===== config.mk =====
export PLATFORM = sky130hd
export DESIGN_NAME = string_operand_loader_flat
export DESIGN_NICKNAME = d
export VERILOG_FILES = /design/src/rtl/string_hw_pkg.sv /design/src/rtl/string_operand_loader_if.sv /design/src/rtl/string_byte_buffer.sv /design/src/rtl/string_operand_loader.sv /design/src/flat_wrapper.sv
export SDC_FILE = /design/constraint.sdc
export NUM_CORES = 1
export LEC_CHECK = 0
export CORE_AREA = 2 2 242 244
export CTS_CLUSTER_SIZE = 10
export DETAILED_ROUTE_END_ITERATION = 8
export DIE_AREA = 0 0 244 246
export PLACE_DENSITY = 0.49
export REMOVE_ABC_BUFFERS = 1
export SLEW_MARGIN = 40
export SYNTH_ARGS = -nofsm -noshare
export SYNTH_HDL_FRONTEND = slang
export SYNTH_SLANG_ARGS = --single-unit

===== constraint.sdc =====
create_clock -name clk -period 2.9 [get_ports clk]
set_clock_uncertainty 0.15 [all_clocks]
set_input_delay 0.725 -clock clk [delete_from_list [all_inputs] [get_ports clk]]
set_output_delay 0.725 -clock clk [all_outputs]
set_load 0.1 [all_outputs]

===== src/rtl/string_hw_pkg.sv =====
// string_hw_pkg: shared sizes, op codes and types for the string engine feeder.
package string_hw_pkg;
  localparam int MAX_LEN = 16;
  localparam logic [2:0] OP_COMPARE = 3'd0;
  localparam logic [2:0] OP_TO_UPPER = 3'd1;
  typedef enum logic [1:0] {IDLE, RUN, DRAIN, RELEASE} loader_state_t;
  typedef logic [0:MAX_LEN-1][7:0] str_t;
endpackage


===== src/rtl/string_operand_loader_if.sv =====
// string_operand_loader_if: host-side operand writes, control/status and result byte stream.
interface string_operand_loader_if;
  logic clear, wr_valid, wr_ready, wr_sel, start, busy, err_overflow, err_timeout;
  logic res_valid, res_ready, res_last;
  logic [7:0] wr_data, res_data;
  logic [2:0] op_index;
  modport master (
    output clear, wr_valid, wr_sel, wr_data, start, op_index, res_ready,
    input  wr_ready, busy, err_overflow, err_timeout, res_valid, res_data, res_last
  );
  modport slave (
    input  clear, wr_valid, wr_sel, wr_data, start, op_index, res_ready,
    output wr_ready, busy, err_overflow, err_timeout, res_valid, res_data, res_last
  );
endinterface


===== src/rtl/string_byte_buffer.sv =====
// string_byte_buffer: append-only operand byte buffer with length and sticky overflow flag.
module string_byte_buffer #(
  parameter int MAX_LEN = 16,
  parameter int LEN_W = $clog2(MAX_LEN + 1)
) (
  input  logic clk,
  input  logic reset,
  input  logic clear,
  input  logic wr_en,
  input  logic [7:0] data,
  output logic [0:MAX_LEN-1][7:0] buf_q,
  output logic [LEN_W-1:0] len,
  output logic overflow
);
  logic full;
  assign full = len == LEN_W'(MAX_LEN);
  always_ff @(posedge clk or negedge reset)
    if (!reset) begin
      buf_q <= '0;
      len <= '0;
      overflow <= 1'b0;
    end else if (clear) begin
      len <= '0;
      overflow <= 1'b0;
    end else if (wr_en) begin
      if (full) overflow <= 1'b1;
      else begin
        for (int i = 0; i < MAX_LEN; i++) if (len == LEN_W'(i)) buf_q[i] <= data;
        len <= len + 1'b1;
      end
    end
endmodule


===== src/rtl/string_operand_loader.sv =====
// string_operand_loader: packs host operand bytes into the string engine, runs it, streams the result back.
// Optional engine watchdog is compiled in with STRING_LOADER_TIMEOUT_EN.
module string_operand_loader
  import string_hw_pkg::*;
#(
  parameter int MAX_LEN = string_hw_pkg::MAX_LEN,
  parameter int LEN_W = $clog2(MAX_LEN + 1),
  parameter int TIMEOUT_CYCLES = 1024
) (
  input  logic clk,
  input  logic reset,
  string_operand_loader_if.slave bus,
  output logic eng_go,
  output logic [2:0] eng_index,
  output logic [0:MAX_LEN-1][7:0] eng_A,
  output logic [0:MAX_LEN-1][7:0] eng_B,
  output logic [LEN_W-1:0] eng_lengthA,
  output logic [LEN_W-1:0] eng_lengthB,
  input  logic eng_done,
  input  logic [0:MAX_LEN-1][7:0] eng_result
);
  localparam int IW = $clog2(MAX_LEN);
  loader_state_t state, state_d;
  logic [0:MAX_LEN-1][7:0] res_q;
  logic [IW-1:0] ptr, last_ptr;
  logic idle, clr, wr_en_a, wr_en_b, ovf_a, ovf_b, tmo, empty;
  assign idle = state == IDLE;
  assign clr = idle && bus.clear;
  assign wr_en_a = idle && bus.wr_valid && !bus.wr_sel;
  assign wr_en_b = idle && bus.wr_valid && bus.wr_sel;
  assign empty = eng_index != OP_COMPARE && eng_lengthA == '0;
  string_byte_buffer #(.MAX_LEN(MAX_LEN), .LEN_W(LEN_W)) u_buf_a (
    .clk(clk), .reset(reset), .clear(clr), .wr_en(wr_en_a), .data(bus.wr_data),
    .buf_q(eng_A), .len(eng_lengthA), .overflow(ovf_a)
  );
  string_byte_buffer #(.MAX_LEN(MAX_LEN), .LEN_W(LEN_W)) u_buf_b (
    .clk(clk), .reset(reset), .clear(clr), .wr_en(wr_en_b), .data(bus.wr_data),
    .buf_q(eng_B), .len(eng_lengthB), .overflow(ovf_b)
  );
  always_ff @(posedge clk or negedge reset)
    if (!reset) state <= IDLE;
    else state <= state_d;
  always_comb begin
    state_d = state;
    case (state)
      IDLE:    state_d = bus.start && !eng_done ? RUN : IDLE;
      RUN:     state_d = eng_done ? (empty ? RELEASE : DRAIN) : (tmo ? RELEASE : RUN);
      DRAIN:   state_d = bus.res_ready && ptr == last_ptr ? RELEASE : DRAIN;
      RELEASE: state_d = eng_done ? RELEASE : IDLE;
      default: state_d = IDLE;
    endcase
  end
  // A compare returns its verdict in the numeric LSB, i.e. the last element.
  always_ff @(posedge clk or negedge reset)
    if (!reset) begin
      eng_index <= '0;
      res_q <= '0;
      ptr <= '0;
      last_ptr <= '0;
    end else begin
      if (idle && bus.start && !eng_done) eng_index <= bus.op_index;
      if (state == RUN && eng_done) begin
        res_q <= eng_result;
        ptr <= eng_index == OP_COMPARE ? IW'(MAX_LEN - 1) : '0;
        last_ptr <= eng_index == OP_COMPARE ? IW'(MAX_LEN - 1) : IW'(eng_lengthA - 1'b1);
      end else if (state == DRAIN && bus.res_ready && ptr != last_ptr) ptr <= ptr + 1'b1;
    end
  always_comb begin
    eng_go = state == RUN;
    bus.busy = !idle;
    bus.wr_ready = idle;
    bus.res_valid = state == DRAIN;
    bus.res_last = state == DRAIN && ptr == last_ptr;
    bus.res_data = state == DRAIN ? res_q[ptr] : 8'h00;
    bus.err_overflow = ovf_a | ovf_b;
  end
`ifdef STRING_LOADER_TIMEOUT_EN
  localparam int TW = $clog2(TIMEOUT_CYCLES + 1);
  logic [TW-1:0] tmo_cnt;
  logic err_tmo;
  assign tmo = state == RUN && tmo_cnt == TW'(TIMEOUT_CYCLES - 1);
  assign bus.err_timeout = err_tmo;
  always_ff @(posedge clk or negedge reset)
    if (!reset) begin
      tmo_cnt <= '0;
      err_tmo <= 1'b0;
    end else begin
      tmo_cnt <= state == RUN ? tmo_cnt + 1'b1 : '0;
      err_tmo <= clr ? 1'b0 : err_tmo | (tmo && !eng_done);
    end
`else
  assign tmo = 1'b0;
  assign bus.err_timeout = 1'b0;
`endif
endmodule


===== src/flat_wrapper.sv =====
// flat-port wrapper written by rule: the top's interface ports become plain ports
module string_operand_loader_flat import string_hw_pkg::*;
#(
  parameter int MAX_LEN = string_hw_pkg::MAX_LEN,
  parameter int LEN_W = $clog2(MAX_LEN + 1),
  parameter int TIMEOUT_CYCLES = 1024
)
  (clk, reset, eng_go, eng_index, eng_A, eng_B, eng_lengthA, eng_lengthB, eng_done, eng_result, bus_clear, bus_wr_valid, bus_wr_sel, bus_wr_data, bus_start, bus_op_index, bus_res_ready, bus_wr_ready, bus_busy, bus_err_overflow, bus_err_timeout, bus_res_valid, bus_res_data, bus_res_last);
  string_operand_loader_if bus_i ();
  input  logic clk;
  input  logic reset;
  output logic eng_go;
  output logic [2:0] eng_index;
  output logic [0:MAX_LEN-1][7:0] eng_A;
  output logic [0:MAX_LEN-1][7:0] eng_B;
  output logic [LEN_W-1:0] eng_lengthA;
  output logic [LEN_W-1:0] eng_lengthB;
  input  logic eng_done;
  input  logic [0:MAX_LEN-1][7:0] eng_result;
  input wire logic [$bits(bus_i.clear)-1:0] bus_clear;
  input wire logic [$bits(bus_i.wr_valid)-1:0] bus_wr_valid;
  input wire logic [$bits(bus_i.wr_sel)-1:0] bus_wr_sel;
  input wire logic [$bits(bus_i.wr_data)-1:0] bus_wr_data;
  input wire logic [$bits(bus_i.start)-1:0] bus_start;
  input wire logic [$bits(bus_i.op_index)-1:0] bus_op_index;
  input wire logic [$bits(bus_i.res_ready)-1:0] bus_res_ready;
  output wire logic [$bits(bus_i.wr_ready)-1:0] bus_wr_ready;
  output wire logic [$bits(bus_i.busy)-1:0] bus_busy;
  output wire logic [$bits(bus_i.err_overflow)-1:0] bus_err_overflow;
  output wire logic [$bits(bus_i.err_timeout)-1:0] bus_err_timeout;
  output wire logic [$bits(bus_i.res_valid)-1:0] bus_res_valid;
  output wire logic [$bits(bus_i.res_data)-1:0] bus_res_data;
  output wire logic [$bits(bus_i.res_last)-1:0] bus_res_last;
  assign bus_i.clear = bus_clear;
  assign bus_i.wr_valid = bus_wr_valid;
  assign bus_i.wr_sel = bus_wr_sel;
  assign bus_i.wr_data = bus_wr_data;
  assign bus_i.start = bus_start;
  assign bus_i.op_index = bus_op_index;
  assign bus_i.res_ready = bus_res_ready;
  assign bus_wr_ready = bus_i.wr_ready;
  assign bus_busy = bus_i.busy;
  assign bus_err_overflow = bus_i.err_overflow;
  assign bus_err_timeout = bus_i.err_timeout;
  assign bus_res_valid = bus_i.res_valid;
  assign bus_res_data = bus_i.res_data;
  assign bus_res_last = bus_i.res_last;
  string_operand_loader #(.MAX_LEN(MAX_LEN), .LEN_W(LEN_W), .TIMEOUT_CYCLES(TIMEOUT_CYCLES)) u_core (.clk(clk), .reset(reset), .bus(bus_i), .eng_go(eng_go), .eng_index(eng_index), .eng_A(eng_A), .eng_B(eng_B), .eng_lengthA(eng_lengthA), .eng_lengthB(eng_lengthB), .eng_done(eng_done), .eng_result(eng_result));
endmodule

==> run summary <==
- status: finished with violations
- violations in the final reports: negative setup slack
- count of state elements after synthesis: 409
- Worst-Skew Late Latency: 0.58 ns
- worst-case hold slack: 0.318 ns
- commonest non-fill, non-tap cells in the layout: sky130_fd_sc_hd__dfrtp_1 (408), sky130_fd_sc_hd__nand2_1 (407), sky130_fd_sc_hd__buf_4 (338)
- Final nets: 2051
- final count of negative-setup-slack endpoints: 9
- cell area after synthesis: 0.0171 mm²
- vias in the first global route: 13.5k
- number of levels the H-tree was split into: 2
- remaining antenna violation count after routing: 0
- TritonCTS Buffers: 49
- global-route wire length before repair: 85.2 mm
- via density per instance: 4.60
- pwr dens: 1010 mW/mm²
- placeable core region: 0.0574 mm²
- measured slew at the worst slew-check pin: 0.639 ns
- layout-stage area growth over the synthesis result: 42.4%
- share of layout cells above drive strength 1: 41.2%
- headroom to the max-slew limit: 57.2%
- placement row count: 88
- worst hold path type: flip-flop to flip-flop
- Detailed Route WL: 56.2 mm
- most used flip-flop cell after synthesis: sky130_fd_sc_hd__dfrtp_1
- count of unique library cells instantiated by Yosys: 55
- IO Count: 431
- total congestion overflow: 0
- final weighted congestion in routability-driven placement: 0.801
- Chip Width: 244 µm
- final HPWL from detailed placement: 39.2 mm
- CTS clock-pin slew for the worst setup and hold paths: 0.05 ns
- DRC marker count from the first detailed-route iteration: 427
- area leader, netlist: sky130_fd_sc_hd__dfrtp_1
- number of enable-type register cells in the synthesized netlist: 0
- overall die area: 0.0600 mm²
- post-layout instance area: 0.0244 mm²
- hold path depth: 2
- leak pwr: 0.0124 µW
- commonest non-fill, non-tap cell in the layout: sky130_fd_sc_hd__dfrtp_1
- total of fill cells in the finished design: 5453
- pin count of the biggest net entering global routing: 103
- Num Clock Sinks: 409
- detailed-router iteration count before antenna repair: 5
- Max Root-Sink Buffers: 3
- area occupied by registers: 0.0102 mm²
- antenna violations before repair: 2
- peak supply drop: 895 µV
- Routed wire per std cell: 21.0 µm
- Max Clk Rate: 299 MHz
- overall fraction of global-route tracks in use: 18.7%
- TritonCTS clock tree: yes
- setup repair after global routing missed its margin: true
- die boundary height: 246 µm
- Worst Reg-to-Reg Cells: 7
- warning count from the yosys run: 0
- Final min period: 3.34 ns
- starting utilization of the core area: 29.8%
- gate count of the mapped netlist: 1390
- worst endpoint required time: 2.03 ns
- maximum fanout encountered on the critical timing path: 6
- number of endpoints with negative hold slack in the final report: 0
- async set-reset flop share out of synthesis: 100%
- Max-Cap Viols: 0
- max-slew violation count: 0
- sequential area share after synthesis: 59.8%
- detailed-route via count: 12.3k
- Placed Area: 0.0225 mm²
- Area contributors post-synth: sky130_fd_sc_hd__dfrtp_1 (60%), sky130_fd_sc_hd__mux2_2 (17%), sky130_fd_sc_hd__nand2_1 (9.0%)
- data arrival time at the worst-slack endpoint: 2.47 ns
- type of the setup path with the least slack: flip-flop to output pin
- Final period util: 115%
- DRC Markers: 0
- area share of the largest cell type after synthesis: 59.8%
- kind of end point of the critical path: output pin
- footprint of the multi-input gates: 0.00673 mm²
- mean cell area of the mapped netlist: 12.3 µm²
- input/output buffers: 429
- clock root cell: sky130_fd_sc_hd__clkbuf_16
- Setup crit start kind: flip-flop
- least setup slack across all paths after layout: -0.442 ns
-- cell usage after synthesis (all sizes together) (4+ instances only) --
master and count:
mux4 19, buf 16, nor2b 11, dfrtp 409, mux2 264, nor4bb 4
o31ai 5, and2 4, a22o 5, inv 10, a21oi 8, clkbuf 66
ha 12, a22oi 8, o21ai 4, mux2i 29, xnor2 9, nand3 10
nand4 7, nor2 31, nand2 413, nand3b 4
-- metrics by stage --
step                      TNS [ns]  std cells  utilization, %  setup slack, ns  total power [µW]
after floorplan            -302.28       1308               -            -2.55             14800
after detailed placement     -5.55       2588            39.2           -0.112             18300
after global placement       -3.77       2588            39.2          -0.0891             18200
after global routing         -4.22       2675            42.5           -0.532             25900
final                        -3.34       2676            42.5           -0.442             24500
after CTS                    -3.94       2670            42.3           -0.485             24800
-- worst max-delay path, cell delays in order, from the launching register on --
cell                      delay [ns]
sky130_fd_sc_hd__dfrtp_4        0.50
sky130_fd_sc_hd__buf_12         0.15
sky130_fd_sc_hd__buf_12         0.12
sky130_fd_sc_hd__mux4_2         0.45
sky130_fd_sc_hd__mux2_4         0.32
sky130_fd_sc_hd__nand2_4        0.07
sky130_fd_sc_hd__o31ai_4        0.09
sky130_fd_sc_hd__buf_12         0.18
-- final timing paths --
kind                                            end             start  slack (ns)
setup / recovery                    bus_res_data[1]     u_core.ptr[0]       -0.44
min in group asynchronous         u_core.res_q[122]             reset        0.50
setup reg to reg           u_core.u_buf_b.buf_q[82]   u_core.state[0]        0.55
max in group asynchronous  u_core.u_buf_b.buf_q[94]             reset        1.21
hold / removal                     u_core.res_q[85]  u_core.res_q[85]        0.32
hold reg to reg                    u_core.res_q[85]  u_core.res_q[85]        0.32
-- registers in the layout, indices dropped and copies added, names as in the netlist, named ones only --
register,count
u_core.res_q,128
u_core.u_buf_b.overflow,1
u_core.state,1
u_core.eng_index,3
u_core.ptr,4
u_core.u_buf_a.len,5
u_core.u_buf_a.buf_q,128
u_core.u_buf_b.len,5
u_core.last_ptr,4
u_core.u_buf_b.buf_q,128
u_core.u_buf_a.overflow,1
-- power by group --
group	internal, µW	switching (µW)	total, µW	leakage (µW)
Sequential	7030	784	7820	0.00544
Clock	3300	2370	5670	0.000703
Combinational	3750	7320	11100	0.00627
Total	14100	10500	24500	0.0124
-- cell type report --
type	instances	area share, %
sequential	409	42.0
multi-input combinational	889	27.6
antenna	1	0.0103
clock buffer	65	5.70
tap	765	3.93
timing repair buffer	533	20.3
clock inverter	4	0.200
inverter	10	0.154
-- per-layer routing --
metal / global-route usage (%) / up-vias / share of wire, %
met5: 0 / - / 0.016
met4: 4.29 / 2 / 2.0
met3: 7.65 / 78 / 9.5
met2: 30.1 / 364 / 47
met1: 23.4 / 6204 / 42
li1: - / 5674 / -
-- logic make-up (layout without fill, tap and decap cells) --
family | count (synthesis) | after routing | synth area share, %
other | 1 | 2 | 0.0219
buffers and inverters | 92 | 612 | 2.21
multiplexers | 312 | 312 | 21.6
AND/OR/NAND/NOR | 506 | 506 | 12.9
adder cells (fa/ha/maj) | 12 | 12 | 0.878
XOR/XNOR | 12 | 12 | 0.614
flip-flops | 409 | 409 | 59.8
AO/OA/AOI/OAI | 46 | 46 | 1.95
-- what timing repair did --
action | CTS | global route
setup endpoints to repair | 9 | 9
hold endpoints to repair | 38 | 0
hold buffers | 1 | 0
pin swaps | 11 | 5
gates resized for setup | 44 | 9
buffers inserted | 12 | 6
gates cloned | 2 | 0
Note: power is estimated with default switching activity, not from simulation.
